===== src/rtl/sign_mon_pkg.sv =====
// Shared types and helpers for the multi-channel sign monitor.
// Classes are ZERO/POS/NEG, and the classifier does not depend on the sample width.
package sign_mon_pkg;

  typedef enum logic [1:0] {
    CLS_ZERO = 2'd0,
    CLS_POS  = 2'd1,
    CLS_NEG  = 2'd2
  } cls_t;

  localparam int unsigned MAX_STABLE = 255;

  // Works for any width: the caller passes the sign bit and the OR-reduction of the sample.
  function automatic cls_t classify(input logic i_msb, input logic i_nonzero);
    if (i_msb) begin
      return CLS_NEG;
    end else if (i_nonzero) begin
      return CLS_POS;
    end
    return CLS_ZERO;
  endfunction

endpackage


===== src/rtl/sign_mon_chan.sv =====
// One channel of the sign monitor: classifier, persistence run, one-hot committed flags,
// and a saturating counter of POS<->NEG reversals.
module sign_mon_chan
  import sign_mon_pkg::*;
#(
  parameter int unsigned WIDTH  = 16,
  parameter int unsigned STABLE = 3,
  parameter int unsigned CNT_W  = 8
) (
  input  logic             i_clk,
  input  logic             i_rst,
  input  logic             i_valid,
  input  logic [WIDTH-1:0] i_data,
  input  logic             i_clr,
  output logic             o_pos,
  output logic             o_neg,
  output logic             o_zero,
  output logic             o_flip,
  output logic [CNT_W-1:0] o_cnt
);

  localparam int unsigned RunW = $clog2(STABLE + 1);
  localparam logic [RunW-1:0] RunMax = RunW'(STABLE);
  localparam logic [CNT_W-1:0] CntMax = {CNT_W{1'b1}};

  cls_t             w_cls;
  cls_t             w_committed;
  cls_t             r_cand;
  logic [RunW-1:0]  r_run;
  logic [RunW-1:0]  w_run_next;
  logic [2:0]       r_flag;       // {neg, pos, zero}, always one-hot
  logic [2:0]       w_flag_next;
  logic             w_commit;
  logic             w_flip;
  logic             r_flip;
  logic [CNT_W-1:0] r_cnt;

  always_comb begin
    w_cls = classify(i_data[WIDTH-1], |i_data);

    w_committed = CLS_ZERO;
    if (r_flag[1]) begin
      w_committed = CLS_POS;
    end else if (r_flag[2]) begin
      w_committed = CLS_NEG;
    end

    if (w_cls == r_cand) begin
      w_run_next = (r_run == RunMax) ? RunMax : r_run + 1'b1;
    end else begin
      w_run_next = RunW'(1);
    end

    w_commit = i_valid && (w_run_next == RunMax) && (w_cls != w_committed);
    // A changed commit with neither side ZERO can only be a direct POS<->NEG reversal.
    w_flip   = w_commit && (w_cls != CLS_ZERO) && (w_committed != CLS_ZERO);

    w_flag_next = 3'b001;
    unique case (w_cls)
      CLS_POS: w_flag_next = 3'b010;
      CLS_NEG: w_flag_next = 3'b100;
      default: w_flag_next = 3'b001;
    endcase
  end

  always_ff @(posedge i_clk or posedge i_rst) begin
    if (i_rst) begin
      r_cand <= CLS_ZERO;
      r_run  <= '0;
      r_flag <= 3'b001;
      r_flip <= 1'b0;
      r_cnt  <= '0;
    end else begin
      r_flip <= w_flip;
      if (i_valid) begin
        r_cand <= w_cls;
        r_run  <= w_run_next;
      end
      if (w_commit) begin
        r_flag <= w_flag_next;
      end
      if (i_clr) begin
        r_cnt <= '0;
      end else if (w_flip && (r_cnt != CntMax)) begin
        r_cnt <= r_cnt + 1'b1;
      end
    end
  end

  assign o_zero = r_flag[0];
  assign o_pos  = r_flag[1];
  assign o_neg  = r_flag[2];
  assign o_flip = r_flip;
  assign o_cnt  = r_cnt;

endmodule


===== src/rtl/sign_monitor_mc.sv =====
// Multi-channel sign monitor with persistence filtering. This level only slices the
// buses and fans out the shared valid and clear signals.
module sign_monitor_mc
  import sign_mon_pkg::*;
#(
  parameter int unsigned WIDTH    = 16,
  parameter int unsigned CHANNELS = 4,
  parameter int unsigned STABLE   = 3,
  parameter int unsigned CNT_W    = 8
) (
  input  logic                      clk,
  input  logic                      rst,
  input  logic                      in_valid,
  input  logic [CHANNELS*WIDTH-1:0] in_data,
  input  logic                      clr_cnt,
  output logic [CHANNELS-1:0]       pos_flag,
  output logic [CHANNELS-1:0]       neg_flag,
  output logic [CHANNELS-1:0]       zero_flag,
  output logic [CHANNELS-1:0]       flip_pulse,
  output logic [CHANNELS*CNT_W-1:0] flip_count
);

  if (STABLE < 1 || STABLE > MAX_STABLE) begin : g_bad_stable
    $error("sign_monitor_mc: STABLE must be in 1..255");
  end

  if (WIDTH < 2 || CHANNELS < 1 || CNT_W < 1) begin : g_bad_dims
    $error("sign_monitor_mc: WIDTH >= 2, CHANNELS >= 1, CNT_W >= 1 required");
  end

  for (genvar c = 0; c < CHANNELS; c++) begin : g_chan
    sign_mon_chan #(
      .WIDTH  (WIDTH),
      .STABLE (STABLE),
      .CNT_W  (CNT_W)
    ) u_chan (
      .i_clk   (clk),
      .i_rst   (rst),
      .i_valid (in_valid),
      .i_data  (in_data[c*WIDTH +: WIDTH]),
      .i_clr   (clr_cnt),
      .o_pos   (pos_flag[c]),
      .o_neg   (neg_flag[c]),
      .o_zero  (zero_flag[c]),
      .o_flip  (flip_pulse[c]),
      .o_cnt   (flip_count[c*CNT_W +: CNT_W])
    );
  end

endmodule


===== config.mk =====
export PLATFORM = sky130hd
export DESIGN_NAME = sign_monitor_mc
export DESIGN_NICKNAME = d
export VERILOG_FILES = /design/src/rtl/sign_mon_pkg.sv /design/src/rtl/sign_mon_chan.sv /design/src/rtl/sign_monitor_mc.sv
export SDC_FILE = /design/constraint.sdc
export NUM_CORES = 1
export LEC_CHECK = 0
export BUFFER_PORTS_ARGS = -buffer_cell sky130_fd_sc_hd__clkbuf_2
export CAP_MARGIN = 15
export CORE_ASPECT_RATIO = 1.2
export CORE_MARGIN = 10
export CORE_UTILIZATION = 30
export DETAILED_ROUTE_END_ITERATION = 8
export SLEW_MARGIN = 20
export SYNTH_ARGS = -nofsm -noshare
export SYNTH_HDL_FRONTEND = slang
export SYNTH_SLANG_ARGS = --single-unit

===== constraint.sdc =====
create_clock -name clk -period 5.99 [get_ports clk]
set_input_delay 0 -clock clk [delete_from_list [all_inputs] [get_ports clk]]
set_output_delay 0 -clock clk [all_outputs]
set_load 0.02 [all_outputs]

==> run_summary.xml <==
<?xml version="1.0" encoding="UTF-8"?>
<metrics>
  <group name="run_status">
    <metric name="run_status" unit="">completed</metric>
  </group>
  <group name="sta">
    <metric name="finalSetupTns" unit="ns">0</metric>
    <metric name="final_max_slew_viol_count" unit="">0</metric>
    <metric name="setup-violations-final" unit="">0</metric>
    <metric name="timing.fmax" unit="MHz">416.9</metric>
    <metric name="fin_skew" unit="ns">0.004742</metric>
    <metric name="finalCriticalPeriod" unit="ns">2.399</metric>
    <metric name="finalHoldViolations" unit="">0</metric>
    <metric name="rsz0062_at_grt" unit="">no</metric>
    <metric name="max_slew.worst_pin.slew" unit="ns">0.9656</metric>
    <metric name="timing.final.crit_share" unit="%">40.04</metric>
    <metric name="max-slew-margin-rel" unit="%">35.63</metric>
  </group>
  <group name="global_routing">
    <metric name="grt_remaining_overflow" unit="">0</metric>
    <metric name="met2_usage_in_global_routing" unit="%">18.81</metric>
    <metric name="grt_pass1_wl" unit="um">15390</metric>
    <metric name="global_route.usage.total" unit="%">10.89</metric>
    <metric name="gr-max-usage-layer" unit="">met2</metric>
    <metric name="number_of_global_route_vias_before_repair" unit="">3177</metric>
    <metric name="antenna_found_initial" unit="">0</metric>
    <metric name="gr-usage-met1" unit="%">11.50</metric>
    <metric name="global_route.usage.met3" unit="%">4.395</metric>
    <metric name="pin_count_of_the_biggest_net_entering_global_routing" unit="">65</metric>
  </group>
  <group name="cts">
    <metric name="clk_transition_reported_paths" unit="ns">0.05</metric>
    <metric name="cts_buffer_depth" unit="">2</metric>
    <metric name="cts_sinks" unit="">64</metric>
    <metric name="worst_skew_pair.late_latency" unit="ns">0.32</metric>
    <metric name="cts-buffers-inserted" unit="">9</metric>
    <metric name="root_buffer" unit="">clkbuf_16</metric>
    <metric name="cts.htree.levels" unit="">3</metric>
    <metric name="tritoncts" unit="">built</metric>
  </group>
  <group name="synth">
    <metric name="yosys_register_bits" unit="">64</metric>
    <metric name="ys_seq_area_share" unit="%">44.12</metric>
    <metric name="yosysWarningCount" unit="">0</metric>
    <metric name="synth_edf_count" unit="">0</metric>
    <metric name="synth_flop_cell" unit="">dfrtp_1</metric>
    <metric name="synth.net_count" unit="">462</metric>
    <metric name="yosysMostFrequentCell" unit="">dfrtp_1</metric>
    <metric name="netlist_area" unit="um^2">3641</metric>
    <metric name="synth_largest_area_cell" unit="">dfrtp_1</metric>
    <metric name="netlist-cell-type-count" unit="">54</metric>
    <metric name="area_fraction_of_the_dominant_cell_type_after_synthesis" unit="%">41.24</metric>
    <metric name="netlist_instances" unit="">390</metric>
    <metric name="synth_async_sr_flop_share" unit="%">100.0</metric>
    <metric name="netlist_top_cells_area" unit="">dfrtp_1 (41%), mux2_2 (6.5%), nor2_1 (4.2%)</metric>
    <metric name="post_synth.cell_area_avg" unit="um^2">9.336</metric>
    <metric name="netlist_top_cells_count" unit="">dfrtp_1 (60), nor2_1 (41), nand2_1 (27), a21oi_1 (24), mux2_2 (21)</metric>
  </group>
  <group name="worst_setup_path">
    <metric name="critPathLaunch" unit="">g_chan[3].u_chan.o_cnt[2]$_DFFE_PP0P_</metric>
    <metric name="timing.setup.critical_path_class" unit="">flop to flop</metric>
    <metric name="crit_chain" unit="">and3_1 -&gt; and3_1 -&gt; a311o_1 -&gt; or3_1 -&gt; or4_1 -&gt; a21oi_1</metric>
    <metric name="timing.critical_path.from_type" unit="">flop</metric>
    <metric name="crit_path_max_incr_delay" unit="ns">0.48</metric>
    <metric name="worst_r2r_path_depth" unit="">6</metric>
    <metric name="critical-path-slowest-cell" unit="">or4_1</metric>
    <metric name="rrSetupSlack" unit="ns">3.59</metric>
    <metric name="arrival" unit="ns">2.63</metric>
    <metric name="worst_r2r_endpoint" unit="">g_chan[3].u_chan.o_cnt[6]$_DFFE_PP0P_</metric>
    <metric name="worstPathMaxFanout" unit="">9</metric>
    <metric name="path_common_cell" unit="">and3_1</metric>
    <metric name="worst_ep_required_time" unit="ns">6.23</metric>
    <metric name="worst_r2r_startpoint" unit="">g_chan[3].u_chan.o_cnt[2]$_DFFE_PP0P_</metric>
    <metric name="setup.worst_path.end_class" unit="">flop</metric>
  </group>
  <group name="floorplan">
    <metric name="die-area" unit="um^2">16960</metric>
    <metric name="core_area" unit="um^2">12000</metric>
    <metric name="fp-row-count" unit="">44</metric>
    <metric name="io_pins" unit="">116</metric>
    <metric name="die_w" unit="um">120.6</metric>
    <metric name="die_height" unit="um">140.7</metric>
    <metric name="initial_utilization" unit="%">30.34</metric>
  </group>
  <group name="min_path">
    <metric name="worstHoldEndpoint" unit="">g_chan[3].u_chan.r_cand[1]$_DFFE_PP0P_</metric>
    <metric name="worst_hold_path.num_cells" unit="">2</metric>
    <metric name="hp-class" unit="">primary input to flop</metric>
    <metric name="origin_of_the_worst_min_delay_path" unit="">in_data[63]</metric>
  </group>
  <group name="route">
    <metric name="antenna_violating_nets_post_route" unit="">0</metric>
    <metric name="detail_route.first_pass.iterations" unit="">4</metric>
    <metric name="drc_violation_total_after_the_first_tritonroute_iteration" unit="">103</metric>
    <metric name="final_wirelength" unit="um">9141</metric>
    <metric name="remaining_drc_errors" unit="">0</metric>
    <metric name="vias_after_detailed_routing" unit="">3195</metric>
    <metric name="vias_per_cell" unit="">4.938</metric>
    <metric name="wl_per_cell" unit="um">14.13</metric>
  </group>
  <group name="power_and_ir_drop">
    <metric name="vdd_drop_max" unit="mV">0.1115</metric>
    <metric name="total_leakage_power" unit="nW">2.076</metric>
    <metric name="powerDensity" unit="nW/um^2">294.2</metric>
  </group>
  <group name="job">
    <metric name="max_cap_viols" unit="">0</metric>
  </group>
  <group name="finish">
    <metric name="fraction_of_final_layout_cells_with_drive_strength_greater_than_1" unit="%">33.95</metric>
    <metric name="num-nets-final" unit="">554</metric>
    <metric name="finalInstanceArea" unit="um^2">4544</metric>
    <metric name="final.fill_count" unit="">1278</metric>
    <metric name="multi_input_comb_area" unit="um^2">1784</metric>
    <metric name="layout.core_utilization" unit="%">37.86</metric>
    <metric name="antenna_cells" unit="">0</metric>
    <metric name="synthToLayoutAreaGrowth" unit="%">24.81</metric>
    <metric name="ff_latch_area" unit="um^2">1607</metric>
  </group>
  <group name="place">
    <metric name="post_placement_cell_area" unit="um^2">4213</metric>
    <metric name="port-buffer-count" unit="">115</metric>
    <metric name="dp.final_hpwl" unit="um">6906</metric>
    <metric name="gp_routability_congestion" unit="">0.8607</metric>
  </group>
</metrics>
[through the flow]
stage	worst slack [ns]	power [W]	hold slack [ns]	std cells
floorplan	3.657	0.0007338	0.2684	390
global placement	3.576	0.0007745	0.2994	631
detailed placement	3.478	0.0007849	0.3068	631
CTS	3.586	0.001363	0.03052	647
global route	3.427	0.001423	0.05049	647
finish	3.591	0.001337	0.03997	647
[critical path, delay by kind of cell, from the launching register on]
family / cells / cell delay [ns]
flops: 1 / 0.42
compound gates: 2 / 0.58
simple gates: 4 / 1.30
[where the power goes]
part / switching [W] / internal (W)
sequential: 0.0000469 / 0.000476
clock: 0.000180 / 0.000384
combinational: 0.000145 / 0.000105
total: 0.000372 / 0.000965
[cells by family after synthesis]
family | synth area share [%]
buf+inv | 6.873
flops | 44.12
xor+xnor | 3.127
compound gates | 9.829
mux | 8.282
fa+ha+maj | 1.375
simple gates | 26.39
[cells in the final DEF (no fill, tap or decap), types with 2 or more instances in the layout]
cell / instances
nand2_1: 27
clkbuf_2: 115
or4_1: 7
mux2_2: 21
clkbuf_8: 2
nand3_1: 13
o21bai_1: 3
and4_1: 5
nor3b_1: 2
nand4_1: 8
and3_1: 5
mux2i_1: 5
clkbuf_16: 9
bufinv_16: 2
o31ai_1: 4
inv_1: 9
dfrtp_1: 60
ha_1: 4
o21ai_0: 14
nand3b_1: 3
a22oi_1: 2
xor2_1: 7
nor3_1: 17
nor2_1: 41
a21oi_1: 24
nor2b_1: 7
nand2b_1: 5
or3_1: 7
xnor2_1: 6
dfstp_2: 4
nor4_1: 20
nor4_2: 2
[worst max-delay path by stage]
stage,endpoint,slack [ns],cells past startpoint
2_1_floorplan,g_chan[3].u_chan.o_cnt[6]$_DFFE_PP0P_,3.66,6
3_3_place_gp,g_chan[1].u_chan.r_flag[2]$_DFFE_PP0P_,3.58,7
3_5_place_dp,g_chan[1].u_chan.r_flag[1]$_DFFE_PP0P_,3.48,7
4_1_cts,g_chan[3].u_chan.o_cnt[6]$_DFFE_PP0P_,3.59,6
5_1_grt,g_chan[3].u_chan.o_cnt[6]$_DFFE_PP0P_,3.43,6
6_report,g_chan[3].u_chan.o_cnt[6]$_DFFE_PP0P_,3.59,6
[layer usage]
| metal | routed length, um | vias to the layer above | part of all wire [%] |
|---|---|---|---|
| li1 | - | 1582 | - |
| met1 | 3742 | 1521 | 41 |
| met2 | 4526 | 81 | 50 |
| met3 | 761 | 11 | 8.3 |
| met4 | 111 | 0 | 1.2 |
| met5 | 0 | - | 0 |
[layout make-up]
type,instances,share of cell area (%)
multi-input cells,280,39.26
well taps,161,4.433
repair buffers,117,13.05
flip-flops and latches,64,35.35
clock inverters,3,1.432
clock buffers,12,5.644
inverters,10,0.8260
[timing repair]
action                    CTS  global route
hold buffers                1             0
hold endpoints to repair   60             0
buffers inserted            0             0
gates resized for setup     0             0
[sequential cells by signal, indices dropped and copies added (netlist names)]
name,flops
g_chan.u_chan.r_flag,12
g_chan.u_chan.o_flip,4
g_chan.u_chan.r_cand,8
g_chan.u_chan.o_cnt,32
g_chan.u_chan.r_run,8
(Power assumes the default switching activity.)
